<file path="src/rtl/mdio_pkg.sv">
`default_nettype none
// ============================================================
// mdio_pkg : shared types and frame constants for the MDIO master
// Revision : 1.0
// ============================================================
package mdio_pkg;

  typedef enum logic [2:0] {
    IDLE     = 3'd0,
    PREAMBLE = 3'd1,
    HEADER   = 3'd2,
    TA       = 3'd3,
    DATA     = 3'd4,
    DONE     = 3'd5
  } mdio_state_e;

  localparam logic [1:0] ST_CODE   = 2'b01;
  localparam logic [1:0] OP_READ   = 2'b10;
  localparam logic [1:0] OP_WRITE  = 2'b01;
  localparam logic [1:0] TA_WRITE  = 2'b10;
  localparam int         HDR_BITS  = 14;
  localparam int         DATA_BITS = 16;

  // Post-preamble 32 bits, MSB sent first; read TA/DATA slots are ones since the pin is released.
  function automatic logic [31:0] build_frame(input logic       rdwn,
                                              input logic [4:0] phyad,
                                              input logic [4:0] regad,
                                              input logic [15:0] wdata);
    if (rdwn)
      build_frame = {ST_CODE, OP_READ, phyad, regad, 2'b11, 16'hFFFF};
    else
      build_frame = {ST_CODE, OP_WRITE, phyad, regad, TA_WRITE, wdata};
  endfunction

endpackage
`default_nettype wire

</file>
<file path="src/rtl/mdio_mgmt_master_mdc_tick_gen.sv">
`default_nettype none
// ============================================================
// mdc_tick_gen : MDC divider with rise/fall tick strobes
// Revision     : 1.0
// ============================================================
module mdc_tick_gen #(
  parameter int CLK_DIV = 25
) (
  input  logic i_clk,
  input  logic i_rst_n,
  input  logic i_enable,
  input  logic i_clear,
  output logic o_mdc,
  output logic o_rise_tick,
  output logic o_fall_tick
);

  localparam int            DW   = (CLK_DIV > 2) ? $clog2(CLK_DIV) : 1;
  localparam logic [DW-1:0] TERM = DW'(CLK_DIV - 1);

  logic [DW-1:0] r_div;
  logic          r_mdc;
  logic          w_term;

  assign w_term      = i_enable && (r_div == TERM);
  assign o_rise_tick = w_term && !r_mdc;
  assign o_fall_tick = w_term && r_mdc;
  assign o_mdc       = r_mdc;

  always_ff @(posedge i_clk or negedge i_rst_n) begin
    if (!i_rst_n) begin
      r_div <= '0;
      r_mdc <= 1'b0;
    end else if (i_clear) begin
      r_div <= '0;
      r_mdc <= 1'b0;
    end else if (i_enable) begin
      if (w_term) begin
        r_div <= '0;
        r_mdc <= ~r_mdc;
      end else begin
        r_div <= r_div + 1'b1;
      end
    end
  end

endmodule
`default_nettype wire

</file>
<file path="src/rtl/mdio_mgmt_master.sv">
`default_nettype none
// ============================================================
// mdio_mgmt_master : Clause 22 read/write frame master on MDC/MDIO
// Revision         : 1.0
// ============================================================
module mdio_mgmt_master
  import mdio_pkg::*;
#(
  parameter int         CLK_DIV      = 25,
  parameter logic [4:0] PHY_ADDR     = 5'h01,
  parameter int         PREAMBLE_LEN = 32
) (
  input  logic        i_clk,
  input  logic        i_rst_n,
  input  logic        i_phy_request,
  input  logic        i_phy_rdwn,
  input  logic [4:0]  i_phy_addr,
  input  logic [31:0] i_phy_wr_data,
  output logic        o_phy_done,
  output logic [31:0] o_phy_rd_data,
  output logic        o_busy,
  output logic        o_mdc,
  output logic        o_mdio_out,
  output logic        o_mdio_oe,
  input  logic        i_mdio_in
);

  // Period indices (0-based) at which each frame section begins.
  localparam logic [5:0] IDX_HDR  = 6'(PREAMBLE_LEN);
  localparam logic [5:0] IDX_TA   = 6'(PREAMBLE_LEN + HDR_BITS);
  localparam logic [5:0] IDX_DATA = 6'(PREAMBLE_LEN + HDR_BITS + 2);
  localparam logic [5:0] IDX_LAST = 6'(PREAMBLE_LEN + HDR_BITS + 2 + DATA_BITS - 1);

  mdio_state_e r_state, w_next_state;
  logic        r_rdwn, r_busy, r_done, r_mdio_out, r_mdio_oe;
  logic [31:0] r_frame, r_rd_data;
  logic [15:0] r_shift;
  logic [5:0]  r_bit_cnt;
  logic        w_in_frame, w_rise, w_fall, w_frame_bit;
  logic        w_mdio_out, w_mdio_oe, w_done;
  logic [5:0]  w_next_idx;
  logic [4:0]  w_rel;
  logic        w_unused_wr_hi;

  assign w_unused_wr_hi = ^i_phy_wr_data[31:16];
  assign w_in_frame     = r_state inside {PREAMBLE, HEADER, TA, DATA};

  mdc_tick_gen #(.CLK_DIV(CLK_DIV)) u_mdc_tick_gen (
    .i_clk       (i_clk),
    .i_rst_n     (i_rst_n),
    .i_enable    (w_in_frame),
    .i_clear     (!w_in_frame),
    .o_mdc       (o_mdc),
    .o_rise_tick (w_rise),
    .o_fall_tick (w_fall)
  );

  // Bit for the upcoming period; 31-rel is the bitwise inverse of a 5-bit rel.
  assign w_next_idx  = r_bit_cnt + 6'd1;
  assign w_rel       = 5'(w_next_idx - IDX_HDR);
  assign w_frame_bit = (w_next_idx < IDX_HDR) ? 1'b1 : r_frame[~w_rel];

  always_ff @(posedge i_clk or negedge i_rst_n) begin
    if (!i_rst_n) r_state <= IDLE;
    else          r_state <= w_next_state;
  end

  always_comb begin
    w_next_state = r_state;
    w_mdio_out   = r_mdio_out;
    w_mdio_oe    = r_mdio_oe;
    w_done       = 1'b0;
    case (r_state)
      IDLE: begin
        w_mdio_out = 1'b1;
        w_mdio_oe  = 1'b0;
        if (i_phy_request) begin
          w_next_state = PREAMBLE;
          w_mdio_oe    = 1'b1;
        end
      end
      DONE: begin
        w_next_state = IDLE;
        w_mdio_out   = 1'b1;
        w_mdio_oe    = 1'b0;
      end
      default: begin
        if (w_fall) begin
          if (r_bit_cnt == IDX_LAST) begin
            w_next_state = DONE;
            w_mdio_out   = 1'b1;
            w_mdio_oe    = 1'b0;
            w_done       = 1'b1;
          end else begin
            if (w_next_idx == IDX_HDR)       w_next_state = HEADER;
            else if (w_next_idx == IDX_TA)   w_next_state = TA;
            else if (w_next_idx == IDX_DATA) w_next_state = DATA;
            w_mdio_out = w_frame_bit;
            w_mdio_oe  = !r_rdwn || (w_next_idx < IDX_TA);
          end
        end
      end
    endcase
  end

  always_ff @(posedge i_clk or negedge i_rst_n) begin
    if (!i_rst_n) begin
      r_busy     <= 1'b0;
      r_done     <= 1'b0;
      r_mdio_out <= 1'b1;
      r_mdio_oe  <= 1'b0;
      r_rd_data  <= '0;
      r_rdwn     <= 1'b0;
      r_frame    <= '0;
      r_shift    <= '0;
      r_bit_cnt  <= '0;
    end else begin
      r_busy     <= (w_next_state != IDLE);
      r_done     <= w_done;
      r_mdio_out <= w_mdio_out;
      r_mdio_oe  <= w_mdio_oe;
      if (r_state == IDLE && i_phy_request) begin
        r_rdwn  <= i_phy_rdwn;
        r_frame <= build_frame(i_phy_rdwn, PHY_ADDR, i_phy_addr, i_phy_wr_data[15:0]);
      end
      if (!w_in_frame)  r_bit_cnt <= '0;
      else if (w_fall)  r_bit_cnt <= w_next_idx;
      if (r_state == DATA && r_rdwn && w_rise)
        r_shift <= {r_shift[14:0], i_mdio_in};
      if (w_done && r_rdwn)
        r_rd_data <= {16'h0, r_shift};
    end
  end

  assign o_busy        = r_busy;
  assign o_phy_done    = r_done;
  assign o_mdio_out    = r_mdio_out;
  assign o_mdio_oe     = r_mdio_oe;
  assign o_phy_rd_data = r_rd_data;

endmodule
`default_nettype wire

</file>
<file path="config.mk">
export PLATFORM = sky130hd
export DESIGN_NAME = mdio_mgmt_master
export DESIGN_NICKNAME = d
export VERILOG_FILES = /design/src/rtl/mdio_pkg.sv /design/src/rtl/mdio_mgmt_master_mdc_tick_gen.sv /design/src/rtl/mdio_mgmt_master.sv
export SDC_FILE = /design/constraint.sdc
export NUM_CORES = 1
export LEC_CHECK = 0
export CORE_ASPECT_RATIO = 1.2
export CORE_MARGIN = 3
export CORE_UTILIZATION = 30
export CTS_CLUSTER_DIAMETER = 150
export CTS_CLUSTER_SIZE = 28
export DETAILED_ROUTE_END_ITERATION = 7
export PLACE_DENSITY = 0.6
export SYNTH_ARGS = -nofsm -noshare
export SYNTH_HDL_FRONTEND = slang
export SYNTH_SLANG_ARGS = --single-unit
export TNS_END_PERCENT = 10
</file>
<file path="constraint.sdc">
create_clock -name i_clk -period 4.2 [get_ports i_clk]
set_input_delay 1.26 -clock i_clk [delete_from_list [all_inputs] [get_ports i_clk]]
set_output_delay 1.26 -clock i_clk [all_outputs]
set_load 0.005 [all_outputs]
</file>
==> key figures, run 1 <==
Floorplanning
  – Initial Utilization: 0.308
  – Rows: 45
  – Die ar.: roughly 14,000 um^2
  – Die height: roughly 130 um
  – # IOs: 79
  – Core area: ~13,000 um^2
  – DIE WIDTH: 110 um

Clock tree
  – CTS Sinks: 75
  – CTS tree: built
  – Clk root buf: clkbuf_16
  – CTS resizes: 0
  – Hold bufs inserted after CTS: 0
  – Longest Clk Path Bufs: 2
  – Worst-Skew Late Latency: 340 ps
  – H-tree levels: 3
  – CTS Buf Count: 9
  – Post-CTS Setup Bufs: 0
  – Clock transition at the registers of the reported paths: 60 ps

Cells and area
  – Multi-input gate area: approximately 1800 um^2
  – Register area: 1880 um^2
  – Fraction of layout cells with a size suffix above 1: 0.178
  – Area growth, synth to finish: 20.6%
  – Fill count: 1,281
  – Inserted Diodes: 0
  – Nets: roughly 450

Critical path
  – R2r endpoint: o_phy_rd_data[3]
  – Crit-path max FO: 20
  – Critical path, cell by cell: ha_1, nand3_1, or4_4, mux2_4
  – Worst Path Required: about 4400 ps
  – Critical Path Sink Type: flop
  – Crit path kind: flop to flop
  – RR Startpoint: r_bit_cnt[0]
  – CP peak stage delay: roughly 750 ps
  – Crit start category: flop
  – Slowest cell on crit path: or4_4
  – Register-to-Register Path Depth: 4
  – Worst reg2reg setup slack: 1230 ps
  – Arr. time, crit path: about 3200 ps
  – CP startpoint: r_bit_cnt[0]

Detailed routing
  – Drt first pass iters: 4
  – DRT antenna net count: 0
  – Vias per std cell: about 5.0
  – Routed WL: roughly 7800 um
  – Drt wl/cell: approximately 14 um
  – Drc violations: 0
  – Via count: about 2,900
  – 1st-iter DRT viols: between 200 and 250

GRT
  – Tot GR Track Use: 0.114
  – Initial antenna violation count: 0
  – Vias in the first global route: approximately 2,600
  – Largest net degree at the start of global routing: 76
  – First-pass GRT wire length: between 10,000 and 15,000 um
  – GRT overflow: 0

Synth
  – Synth Flop Type: dfrtp_1
  – Distinct cells, synth: 56
  – Area leader, netlist: dfrtp_1
  – Register bit count reported by yosys: 75
  – Post-Syn Instances: roughly 370
  – EDFF count, synth: 0
  – Top cells by count, synth: dfrtp_1, nor2_1, mux2_2, a21oi_1, clkbuf_1
  – Sequential area share after synthesis: 0.481
  – Area contributors post-synth: dfrtp_1, mux2_2, nor2_1, mux2_4, buf_4
  – Mean area per synthesized cell: approximately 11 um^2
  – Synth top area share: 0.474
  – Top-count cell post-synth: dfrtp_1
  – Async set-reset flop share out of synthesis: 1.00
  – Yosys warns: 0
  – Post-synthesis cell area: between 3000 and 4000 um^2

Timing
  – RSZ-0062 raised after global routing: false
  – Fin Setup TNS: 0 ps
  – Least-Margin Pin Slew: between 900 and 1000 ps
  – Slew headroom: 0.389
  – Final hold viol count: 0
  – Min Clock Period, post-route: 2970 ps
  – Fmax: 337 MHz
  – Fin Clk Skew: between 6 and 7 ps
  – Post-route clock period utilization: 0.707
  – Slew Limit Fails: 0
  – Final setup fails: 0

Power
  – Leakage power: between 0.002 and 0.0025 uW
  – Overall Power: 1600 uW
  – Maximum VDD drop: between 0.15 and 0.2 mV
  – Power density over the cells: approximately 340 nW/um^2

Min path
  – Hold endpoint: u_mdc_tick_gen.r_div[0]
  – Worst min path class: flop to flop
  – Min-Delay Path Depth: 1
  – Hold_sp: u_mdc_tick_gen.r_div[0]

Outcome
  – Status: finished clean

Placed design
  – DP Wirelength: 5290 um
  – Port bufs: 46
  – Final GP Congestion: between 0.8 and 0.9

Run
  – Max Cap Viol: 0
where the power goes:
part	switching (uW)	leakage (uW)	total (uW)	internal (uW)
Sequential	8.54	0.000972	745	737
Clock	320	0.000145	789	469
Combinational	32.6	0.000901	66.8	34.2
Total	362	0.00202	1600	1240
flip-flops by register name, summed over array words and instances (netlist names), 3 cells and up:
name and cells:
r_frame 24, u_mdc_tick_gen.r_div 5, r_state 3, r_bit_cnt 6, o_phy_rd_data 16, r_shift 16
logic make-up after synthesis:
kind of cell,Yosys count,share of synthesized area
adder cells (fa/ha/maj),3,0.00961
multiplexers,49,0.158
other,1,0.000960
AND/OR/NAND/NOR,120,0.149
flip-flops,75,0.481
XOR/XNOR,15,0.0336
buffers and inverters,49,0.0711
AO/OA/AOI/OAI,59,0.0967
cell type report:
class	instances	area share
sequential	75	0.399
multi-input combinational	262	0.384
timing repair buffer	50	0.104
clock inverter	7	0.0175
tap	164	0.0436
clock buffer	9	0.0478
inverter	6	0.00478
metrics by stage:
stage	worst slack, ps	hold slack (ps)	area [um^2]	utilization	cells
floorplan	1820	450	3960	-	386
detailed placement	1240	473	4400	0.348	557
global placement	1270	465	4400	0.348	557
global route	920	503	4710	0.372	573
CTS	1230	481	4710	0.372	573
finish	1230	474	4710	0.372	573
worst max path at each step:
stage                              endpoint
after global placement          r_frame[22]
after floorplan            o_phy_rd_data[0]
after global routing              o_mdio_oe
final                      o_phy_rd_data[3]
after detailed placement  o_phy_rd_data[15]
after CTS                        o_mdio_out
cell usage in the layout, fill, tap and decap left out, types with 5 or more instances in the layout:
| cell type | Yosys | final |
|---|---|---|
| xor2_1 | 6 | 6 |
| buf_4 | 16 | 5 |
| xnor2_1 | 9 | 9 |
| nand3_1 | 8 | 8 |
| a21oi_1 | 21 | 21 |
| mux2_4 | 10 | 10 |
| conb_1 | 1 | 16 |
| nand2_1 | 17 | 17 |
| o21ai_0 | 9 | 9 |
| nor2_1 | 56 | 55 |
| nor3_1 | 7 | 7 |
| mux2i_1 | 5 | 5 |
| clkbuf_16 | 0 | 9 |
| inv_1 | 6 | 6 |
| clkdlybuf4s50_1 | 0 | 45 |
| dfrtp_1 | 74 | 74 |
| mux2_2 | 31 | 31 |
layer usage:
layer	part of all wire	track usage	vias up
met2	0.45	0.170	114
met1	0.46	0.157	1394
met4	0.014	0.0377	0
met5	0	0	-
met3	0.075	0.0339	11
li1	-	-	1334
worst max-delay path: cells and delay by family, from the launching register on:
kind	cells	cell delay [ps]
fa+ha+maj	1	720
flops	1	740
mux	1	350
simple gates	2	1030
Power figures use the tool's default switching activity.
==> inputs of run 2 (changes only) <==
--- a/config.mk
+++ b/config.mk
@@ -11,7 +11,7 @@
 export CTS_CLUSTER_DIAMETER = 150
 export CTS_CLUSTER_SIZE = 28
 export DETAILED_ROUTE_END_ITERATION = 7
-export PLACE_DENSITY = 0.6
+export PLACE_DENSITY = 0.62
 export SYNTH_ARGS = -nofsm -noshare
 export SYNTH_HDL_FRONTEND = slang
 export SYNTH_SLANG_ARGS = --single-unit
==> constraint.sdc (replaced) <==
create_clock -name i_clk -period 2.65 [get_ports i_clk]
set_input_delay 0.795 -clock i_clk [delete_from_list [all_inputs] [get_ports i_clk]]
set_output_delay 0.795 -clock i_clk [all_outputs]
set_load 0.005 [all_outputs]
==> run 2 against run 1 <==
Against the previous run: maximum frequency grew 25%; wire length grew 1.2%; final cell count grew 1.9%; clock skew grew 4.1 ps; count of clock-buffer cells in the layout grew 1; final area grew 2.4%; combinational power grew 65%; core utilization grew 0.90 points; highest routed layer unchanged; via count shrank 1.7%; clock power grew 69%; critical endpoint is now o_phy_rd_data[2]; sequential share of layout area shrank 0.94 points; critical path type unchanged.
==> key figures, run 2 (same netlist as run 1, synthesis figures left out) <==
Placed design
  – Dpl cells: 568 (+2.0%)
  – Port bufs: 46 (unchanged)
  – Final GP Congestion: 0.853 (+3.6%)
  – DP Wirelength: 5510 um (+4.0%)

Floorplanning
  – Die ar.: 14,400 um^2 (unchanged)
  – Die height: 131 um (unchanged)
  – Initial Utilization: 0.308 (unchanged)
  – DIE WIDTH: 110 um (unchanged)
  – Rows: 45 (unchanged)
  – # IOs: 79 (unchanged)
  – Core area: 12,700 um^2 (unchanged)

Detailed routing
  – Drc violations: 0 (unchanged)
  – Vias per std cell: 4.80 (-3.5%)
  – DRT antenna net count: 0 (unchanged)
  – Drt first pass iters: 4 (unchanged)
  – Drt wl/cell: 13.6 um (-0.72%)
  – Routed WL: 7920 um (+1.2%)
  – Via count: 2,805 (-1.7%)
  – 1st-iter DRT viols: 199 (-16%)

Critical path
  – Crit start category: flop
  – Critical path, cell by cell: inv_1, ha_1, and4b_1, nand2_4, or2_4, or4_4, mux2_4
  – RR Startpoint: u_mdc_tick_gen.r_div[0]
  – Slowest cell on crit path: or4_4
  – Worst Path Required: 2870 ps (-1550 ps)
  – Worst reg2reg setup slack: 270 ps (-960 ps)
  – R2r endpoint: o_phy_rd_data[2]
  – Critical Path Sink Type: flop
  – Worst path bufs/invs: 1 (+1)
  – Crit-path max FO: 16 (-20%)
  – Arr. time, crit path: 2600 ps (-590 ps)
  – Crit path kind: flop to flop
  – Register-to-Register Path Depth: 7 (+3)
  – CP peak stage delay: 650 ps (-100 ps)
  – Crit-path leading delay family: simple AND/OR/NAND/NOR gates

Clock tree
  – Clk root buf: clkbuf_16
  – Worst-Skew Late Latency: 340 ps (about the same)
  – Clock transition at the registers of the reported paths: 60 ps (about the same)
  – H-tree levels: 3 (unchanged)
  – CTS resizes: 0 (unchanged)
  – CTS Buf Count: 9 (unchanged)
  – Hold bufs inserted after CTS: 0 (unchanged)
  – CTS Sinks: 75 (unchanged)
  – Post-CTS Setup Bufs: 0 (unchanged)
  – CTS tree: built
  – Longest Clk Path Bufs: 2 (unchanged)

Cells and area
  – Fraction of layout cells with a size suffix above 1: 0.198 (+0.0191)
  – Commonest non-fill, non-tap cell in the layout: dfrtp_1
  – Most flops, register: r_frame
  – Inserted Diodes: 0 (unchanged)
  – Non-filler cells, final: 584 (+1.9%)
  – Fill count: 1,236 (-3.5%)
  – Nets: 460 (+2.4%)
  – Flip-flop count of the largest register after layout: 24 (unchanged)
  – Commonest cells after routing, fill and taps aside: dfrtp_1, nor2_1, clkdlybuf4s50_1, mux2_2, a21oi_1
  – Area growth, synth to finish: 23.5%

Timing
  – Slew headroom: 0.578 (+0.189)
  – Fmax: 420 MHz (+25%)
  – Min Clock Period, post-route: 2380 ps (-589 ps)
  – Fin Clk Skew: 10.3 ps (+4.10 ps)
  – Final hold viol count: 0 (unchanged)
  – Post-route clock period utilization: 0.899 (+0.192)
  – Slew Limit Fails: 0 (unchanged)
  – Least-Margin Pin Slew: 630 ps (-286 ps)
  – Fin Setup TNS: 0 ps (unchanged)
  – Final setup fails: 0 (unchanged)
  – RSZ-0062 raised after global routing: false

Run
  – Max Cap Viol: 0 (unchanged)

Power
  – Overall Power: 2620 uW (+64%)
  – Leakage power: 0.00209 uW (+3.7%)
  – Maximum VDD drop: 0.307 mV (+78%)
  – Power density over the cells: 543 nW/um^2 (+60%)

Min path
  – Worst min path class: primary input to asynchronous set/reset pin

Outcome
  – Status: finished clean

GRT
  – Vias in the first global route: 2,698 (+2.9%)
  – GRT overflow: 0 (unchanged)
  – Largest net degree at the start of global routing: 46 (-39%)
  – Tot GR Track Use: 0.114 (+0.000674)
  – First-pass GRT wire length: 13,000 um (+0.38%)
  – Initial antenna violation count: 0 (unchanged)
## run 2: power breakdown
group	internal, uW	total [uW]	switching, uW
registers	1170	1180	13.4
logic	57.4	110	52.8
clock network	838	1330	490
## run 2: layout make-up
type / count / area, um^2 / share of cell area
clock buffer: 10 / 229 / 0.0475
sequential: 75 / 1880 / 0.389
tap: 164 / 205 / 0.0425
inverter: 6 / 22.5 / 0.00467
timing repair buffer: 61 / 583 / 0.121
multi-input combinational: 262 / 1810 / 0.375
clock inverter: 6 / 97.6 / 0.0202
## run 2: metrics by stage
step                worst slack [ps]  area (um^2)  hold slack, ps   util
floorplan                        266         3960             450      -
global placement                 256         4500             460  0.355
detailed placement               217         4500             486  0.355
CTS                              242         4820             401  0.381
global route                    28.2         4820             421  0.381
finish                           267         4820             398  0.381
## run 2: worst max path at each step
stage | start | end | slack (ps) | cells past startpoint
after floorplan | u_mdc_tick_gen.r_div[0] | o_phy_rd_data[0] | 270 | 10
after global placement | r_bit_cnt[1] | o_mdio_out | 260 | 7
after detailed placement | i_phy_request | r_frame[9] | 220 | 6
after CTS | u_mdc_tick_gen.r_div[0] | o_phy_rd_data[2] | 240 | 7
after global routing | r_bit_cnt[1] | o_mdio_oe | 30 | 8
final | u_mdc_tick_gen.r_div[0] | o_phy_rd_data[2] | 270 | 7
## run 2: layer usage
metal | global-route usage | up-vias | wire length (um)
met5 | 0 | - | 0
met4 | 0.0391 | 0 | 53
met1 | 0.158 | 1361 | 3770
met3 | 0.0310 | 4 | 518
met2 | 0.173 | 83 | 3590
li1 | - | 1357 | -
